$ cat config.mk
export PLATFORM = sky130hd
export DESIGN_NAME = ibex_host_arb
export DESIGN_NICKNAME = d
export VERILOG_FILES = /design/src/rtl/ibex_bus_pkg.sv /design/src/rtl/ibex_idx_fifo.sv /design/src/rtl/ibex_host_arb.sv
export SDC_FILE = /design/constraint.sdc
export NUM_CORES = 1
export LEC_CHECK = 0
export BUFFER_PORTS_ARGS = -buffer_cell sky130_fd_sc_hd__buf_2
export CORE_AREA = 4 4 121 123
export CTS_CLUSTER_DIAMETER = 30
export CTS_CLUSTER_SIZE = 40
export DETAILED_ROUTE_END_ITERATION = 8
export DIE_AREA = 0 0 125 127
export PLACE_DENSITY = 0.54
export SYNTH_ARGS = -nofsm -noshare
export SYNTH_HDL_FRONTEND = slang
export SYNTH_SLANG_ARGS = --single-unit
$ cat constraint.sdc
create_clock -name clk -period 2.8 [get_ports clk]
set_input_delay 0.14 -clock clk [delete_from_list [all_inputs] [get_ports clk]]
set_output_delay 0.14 -clock clk [all_outputs]
set_load 0.01 [all_outputs]
$ cat src/rtl/ibex_bus_pkg.sv
// Shared types and helpers for the Ibex host-port arbiter slice.
// Transaction typedefs use the default Ibex 32-bit bus widths.
package ibex_bus_pkg;

    localparam int unsigned BUS_AW = 32;
    localparam int unsigned BUS_DW = 32;

    typedef struct packed {
        logic [BUS_AW-1:0]   addr;
        logic                we;
        logic [BUS_DW/8-1:0] be;
        logic [BUS_DW-1:0]   wdata;
    } ibex_req_t;

    typedef struct packed {
        logic              rvalid;
        logic              err;
        logic [BUS_DW-1:0] rdata;
    } ibex_rsp_t;

    typedef enum logic {
        ST_OPEN,
        ST_LOCKED
    } arb_state_e;

    // Host index width; a single host still needs one bit to form a vector.
    function automatic int unsigned host_idx_w(input int unsigned n);
        return (n > 1) ? $clog2(n) : 1;
    endfunction

endpackage

$ cat src/rtl/ibex_idx_fifo.sv
// In-order FIFO of host indices, one entry per granted transaction
// still waiting for its response.
module ibex_idx_fifo
    import ibex_bus_pkg::*;
#(
    parameter int unsigned W     = 1,
    parameter int unsigned DEPTH = 4
) (
    input  logic         clk,
    input  logic         rstn,
    input  logic         i_push,
    input  logic [W-1:0] i_din,
    input  logic         i_pop,
    output logic [W-1:0] o_dout,
    output logic         o_full,
    output logic         o_empty
);

    localparam int unsigned PW = $clog2(DEPTH);

    logic [W-1:0]  r_mem [DEPTH];
    logic [PW-1:0] r_wr;
    logic [PW-1:0] r_rd;
    logic [PW:0]   r_cnt;
    logic          w_push;
    logic          w_pop;

    assign o_full  = (r_cnt == (PW+1)'(DEPTH));
    assign o_empty = (r_cnt == '0);
    assign w_push  = i_push && !o_full;
    assign w_pop   = i_pop && !o_empty;
    assign o_dout  = r_mem[r_rd];

    always_ff @(posedge clk) begin
        if (w_push) begin
            r_mem[r_wr] <= i_din;
        end
    end

    always_ff @(posedge clk or negedge rstn) begin
        if (!rstn) begin
            r_wr  <= '0;
            r_rd  <= '0;
            r_cnt <= '0;
        end else begin
            if (w_push) begin
                r_wr <= r_wr + 1'b1;
            end
            if (w_pop) begin
                r_rd <= r_rd + 1'b1;
            end
            case ({w_push, w_pop})
                2'b10:   r_cnt <= r_cnt + 1'b1;
                2'b01:   r_cnt <= r_cnt - 1'b1;
                default: r_cnt <= r_cnt;
            endcase
        end
    end

endmodule

$ cat src/rtl/ibex_host_arb.sv
// Round-robin merge of N Ibex host ports onto one device port, with
// in-order response steering through a routing FIFO.
module ibex_host_arb
    import ibex_bus_pkg::*;
#(
    parameter int unsigned N_HOSTS         = 2,
    parameter int unsigned MAX_OUTSTANDING = 4,
    parameter int unsigned ADDR_WIDTH      = 32,
    parameter int unsigned DATA_WIDTH      = 32
) (
    input  logic                               clk,
    input  logic                               rstn,
    input  logic [N_HOSTS-1:0]                 h_req_i,
    input  logic [N_HOSTS*ADDR_WIDTH-1:0]      h_addr_i,
    input  logic [N_HOSTS-1:0]                 h_we_i,
    input  logic [N_HOSTS*DATA_WIDTH/8-1:0]    h_be_i,
    input  logic [N_HOSTS*DATA_WIDTH-1:0]      h_wdata_i,
    output logic [N_HOSTS-1:0]                 h_gnt_o,
    output logic [N_HOSTS-1:0]                 h_rvalid_o,
    output logic [N_HOSTS-1:0]                 h_err_o,
    output logic [N_HOSTS*DATA_WIDTH-1:0]      h_rdata_o,
    output logic                               m_req_o,
    output logic [ADDR_WIDTH-1:0]              m_addr_o,
    output logic                               m_we_o,
    output logic [DATA_WIDTH/8-1:0]            m_be_o,
    output logic [DATA_WIDTH-1:0]              m_wdata_o,
    input  logic                               m_gnt_i,
    input  logic                               m_rvalid_i,
    input  logic                               m_err_i,
    input  logic [DATA_WIDTH-1:0]              m_rdata_i,
    output logic                               orphan_o
);

    localparam int unsigned HOST_IDX_W = host_idx_w(N_HOSTS);
    localparam int unsigned BW         = DATA_WIDTH / 8;

    arb_state_e            r_state;
    logic [HOST_IDX_W-1:0] r_lock_idx;
    logic [HOST_IDX_W-1:0] r_ptr;
    logic                  r_orphan;

    logic [HOST_IDX_W-1:0] w_sel;
    logic                  w_sel_req;
    logic                  w_fire;
    logic [HOST_IDX_W-1:0] w_ptr_nxt;
    logic [HOST_IDX_W-1:0] w_head;
    logic                  w_full;
    logic                  w_empty;

    // While locked the held host is the only candidate; otherwise scan from r_ptr.
    always_comb begin
        int unsigned k;
        k         = 0;
        w_sel     = '0;
        w_sel_req = 1'b0;
        if (r_state == ST_LOCKED) begin
            w_sel     = r_lock_idx;
            w_sel_req = h_req_i[r_lock_idx];
        end else begin
            for (int unsigned i = 0; i < N_HOSTS; i++) begin
                k = (int'(r_ptr) + i) % N_HOSTS;
                if (!w_sel_req && h_req_i[k]) begin
                    w_sel     = HOST_IDX_W'(k);
                    w_sel_req = 1'b1;
                end
            end
        end
    end

    assign m_req_o   = w_sel_req && !w_full;
    assign w_fire    = m_req_o && m_gnt_i;
    assign m_addr_o  = h_addr_i[int'(w_sel)*ADDR_WIDTH +: ADDR_WIDTH];
    assign m_we_o    = h_we_i[w_sel];
    assign m_be_o    = h_be_i[int'(w_sel)*BW +: BW];
    assign m_wdata_o = h_wdata_i[int'(w_sel)*DATA_WIDTH +: DATA_WIDTH];
    assign w_ptr_nxt = (w_sel == HOST_IDX_W'(N_HOSTS-1)) ? '0 : w_sel + 1'b1;

    always_comb begin
        h_gnt_o = '0;
        if (w_fire) begin
            h_gnt_o[w_sel] = 1'b1;
        end
    end

    always_comb begin
        h_rvalid_o = '0;
        h_err_o    = '0;
        if (m_rvalid_i && !w_empty) begin
            h_rvalid_o[w_head] = 1'b1;
            h_err_o[w_head]    = m_err_i;
        end
    end

    assign h_rdata_o = {N_HOSTS{m_rdata_i}};
    assign orphan_o  = r_orphan;

    always_ff @(posedge clk or negedge rstn) begin
        if (!rstn) begin
            r_state    <= ST_OPEN;
            r_lock_idx <= '0;
            r_ptr      <= '0;
            r_orphan   <= 1'b0;
        end else begin
            if (w_fire) begin
                r_ptr <= w_ptr_nxt;
            end
            if (m_req_o && !m_gnt_i) begin
                r_state    <= ST_LOCKED;
                r_lock_idx <= w_sel;
            end else if (w_fire) begin
                r_state <= ST_OPEN;
            end
            if (m_rvalid_i && w_empty) begin
                r_orphan <= 1'b1;
            end
        end
    end

    ibex_idx_fifo #(
        .W     (HOST_IDX_W),
        .DEPTH (MAX_OUTSTANDING)
    ) u_route_fifo (
        .clk     (clk),
        .rstn    (rstn),
        .i_push  (w_fire),
        .i_din   (w_sel),
        .i_pop   (m_rvalid_i),
        .o_dout  (w_head),
        .o_full  (w_full),
        .o_empty (w_empty)
    );

endmodule

==> results.sh <==
export IMPL_outcome="completed"
export IMPL_drt_pre_antenna_iters=4
export IMPL_place_congestion=0.793
export IMPL_holdBufCountCts=1
export IMPL_final_util=0.242
export IMPL_place_ws_ns=0.650
export IMPL_clkTransAtPathRegs_ns=0.05
export IMPL_grt_pass1_wl_mm=10.4
export IMPL_insertion_delay_ns=0.24
export IMPL_cp_end_kind="output pin"
export IMPL_grt_use_total=0.0780
export IMPL_synthesis_nets=393
export IMPL_n_antenna_cell=0
export IMPL_synth_largest_area_cell="mux2_4"
export IMPL_post_cts_buffers=0
export IMPL_hold_path_class="in -> reg"
export IMPL_cts_buffers_inserted=3
export IMPL_synth_compound_area_frac=0.0173
export IMPL_slew_violations=0
export IMPL_clkSinkCount=15
export IMPL_max_freq_mhz=446
export IMPL_drtAntennaViolNets=0
export IMPL_async_flop_share=0.733
export IMPL_rr_worst_depth=8
export IMPL_synthFlopType="dfrtp_1"
export IMPL_layout_nets=554
export IMPL_synth_area_top_cells="mux2_4, buf_4, dfrtp_1, mux2_2, buf_12"
export IMPL_synth_edff_count=4
export IMPL_grt_max_degree=35
export IMPL_maxCapViolCount=0
export IMPL_core_area_sq_mm=0.0137
export IMPL_clock_skew_ns=0.00405
export IMPL_setup_viol=0
export IMPL_netlist_area_sq_mm=0.00245
export IMPL_ys_types=32
export IMPL_area_delta_synth_final_pct=34.6
export IMPL_antenna_found_initial=0
export IMPL_num_io_pins=318
export IMPL_muxShareOfSynthArea=0.427
export IMPL_synth_fa_ha_area_frac=0.0337
export IMPL_row_count=43
export IMPL_cts_repair_resized=0
export IMPL_worst_hold_path_num_cells=2
export IMPL_peakVddDrop_v=0.000504
export IMPL_leakage_nw=1.82
export IMPL_holdWs_ns=0.117
export IMPL_drtIter0Drc=62
export IMPL_routed_wl_mm=7.05
export IMPL_synth_top_cell_area_share=0.337
export IMPL_tns_ns=0
export IMPL_grt_overflow_total=0
export IMPL_fin_crit_sh=0.801
export IMPL_crit_required_ns=2.66
export IMPL_cts_root_buf="clkbuf_16"
export IMPL_syn_area_per_cell_sq_um=11.7
export IMPL_cts_htree_levels=1
export IMPL_worst_slew_pin_slew_ns=0.566
export IMPL_dpl_instance_area_sq_mm=0.00321
export IMPL_viasPerCell=3.74
export IMPL_cp_max_fo=34
export IMPL_dp_hpwl_mm=6.28
export IMPL_die_area_sq_mm=0.0159
export IMPL_rsz0062_at_grt="false"
export IMPL_dp_cells=545
export IMPL_final_cells=550
export IMPL_netlist_instances=210
export IMPL_slew_headroom=0.621
export IMPL_synth_top_family_by_area="multiplexers"
export IMPL_crit_path_start_kind="flop"
export IMPL_grt_pass1_vias=2029
export IMPL_ys_seq_area_frac=0.161
export IMPL_crit_type="reg -> out"
export IMPL_cts_tree="done"
export IMPL_totalPowerFinal_mw=2.86
export IMPL_ys_warn_count=0
export IMPL_stdcell_area_sq_mm=0.00330
export IMPL_port_buffers=221
export IMPL_yosys_register_bits=15
export IMPL_power_density_mw_per_mm2=865
export IMPL_drc=0
export IMPL_crit_arrival_ns=2.10
export IMPL_fp_dieH_um=127
export IMPL_detail_route_wl_per_cell_um=12.8
export IMPL_via_count=2055
export IMPL_drive_gt1_frac=0.835
export IMPL_finalHoldViolations=0
export IMPL_synth_xor_area_frac=0.0214
export IMPL_die_x_um=125
export IMPL_synth_simple_gate_area_frac=0.0663
export IMPL_initial_core_util=0.180
export IMPL_finalCriticalPeriod_ns=2.24
export IMPL_clockBufferDepth=2
export IMPL_timing_final_ws_setup_ns=0.556
## power by group
group / leakage (nW) / switching [mW] / total, mW / internal, mW
sequential: 0.162 / 0.0677 / 0.399 / 0.331
clock: 0.0382 / 0.0802 / 0.273 / 0.192
combinational: 1.62 / 0.976 / 2.19 / 1.21
## cell usage in the layout (no fill, tap or decap), types with 2 or more instances in the layout
cell	count
and2_1	6
buf_2	221
buf_4	7
clkbuf_16	3
dfrtp_1	11
edfxtp_1	4
ha_1	5
inv_1	6
mux2_2	15
mux2_4	55
mux2i_1	2
nand2_1	3
nor2_1	3
nor2b_1	3
nor3_1	3
xnor2_1	3
xor2_1	3
## critical path: stages (launching register included)
cell	delay [ns]
dfrtp_1	0.40
nand2b_4	0.16
o21ai_4	0.48
buf_12	0.33
mux2_4	0.33
buf_2	0.15
## layer usage
metal,global-route usage,routed length [um],vias to the layer above
met4,0.0108,18,0
met1,0.103,2920,922
met2,0.123,3240,160
met5,0,0,-
met3,0.0326,868,4
li1,-,-,969
## cell usage after synthesis (2+ instances only)
master and n:
buf_4 65, mux2_4 55, mux2_2 15, dfrtp_1 11
buf_12 7, and2_1 6, inv_1 6, ha_1 5
edfxtp_1 4, nand2_1 3, nor2_1 3, nor2b_1 3
nor3_1 3, xnor2_1 3, xor2_1 3, mux2i_1 2
## final cells by class
cell class | instances | area, sq um
clock buffer | 4 | 78.8
timing repair buffer | 230 | 1190
inverter | 7 | 26.3
sequential | 15 | 395
tap | 180 | 225
fill | 1469 | 10400
multi-input combinational | 114 | 1390
## final timing paths
check,from,to,slack (ns)
worst max register to register,u_route_fifo.r_cnt[0]$_DFFE_PN0P_,u_route_fifo.r_cnt[2]$_DFFE_PN0P_,0.71
worst max-delay path,r_state$_DFFE_PN0P_,m_addr_o[18],0.56
worst min-delay path,m_rvalid_i,orphan_o$_DFFE_PN0P_,0.12
worst min register to register,orphan_o$_DFFE_PN0P_,orphan_o$_DFFE_PN0P_,0.46
min in group asynchronous,rstn,u_route_fifo.r_wr[1]$_DFFE_PN0P_,0.30
max in group asynchronous,rstn,u_route_fifo.r_rd[1]$_DFFE_PN0P_,2.29
## cell families after synthesis
family / count (synthesis)
buffers and inverters: 81
flip-flops: 15
AND/OR/NAND/NOR: 24
adder cells (fa/ha/maj): 6
XOR/XNOR: 6
AO/OA/AOI/OAI: 4
multiplexers: 74
## flip-flops by register name, indices dropped and copies added, names as in the netlist
name,flops
r_ptr,1
u_route_fifo.r_rd,2
u_route_fifo.r_mem,4
r_lock_idx,1
u_route_fifo.r_cnt,3
u_route_fifo.r_wr,2
orphan_o,1
r_state,1
Note: power is estimated with default switching activity, not from simulation.
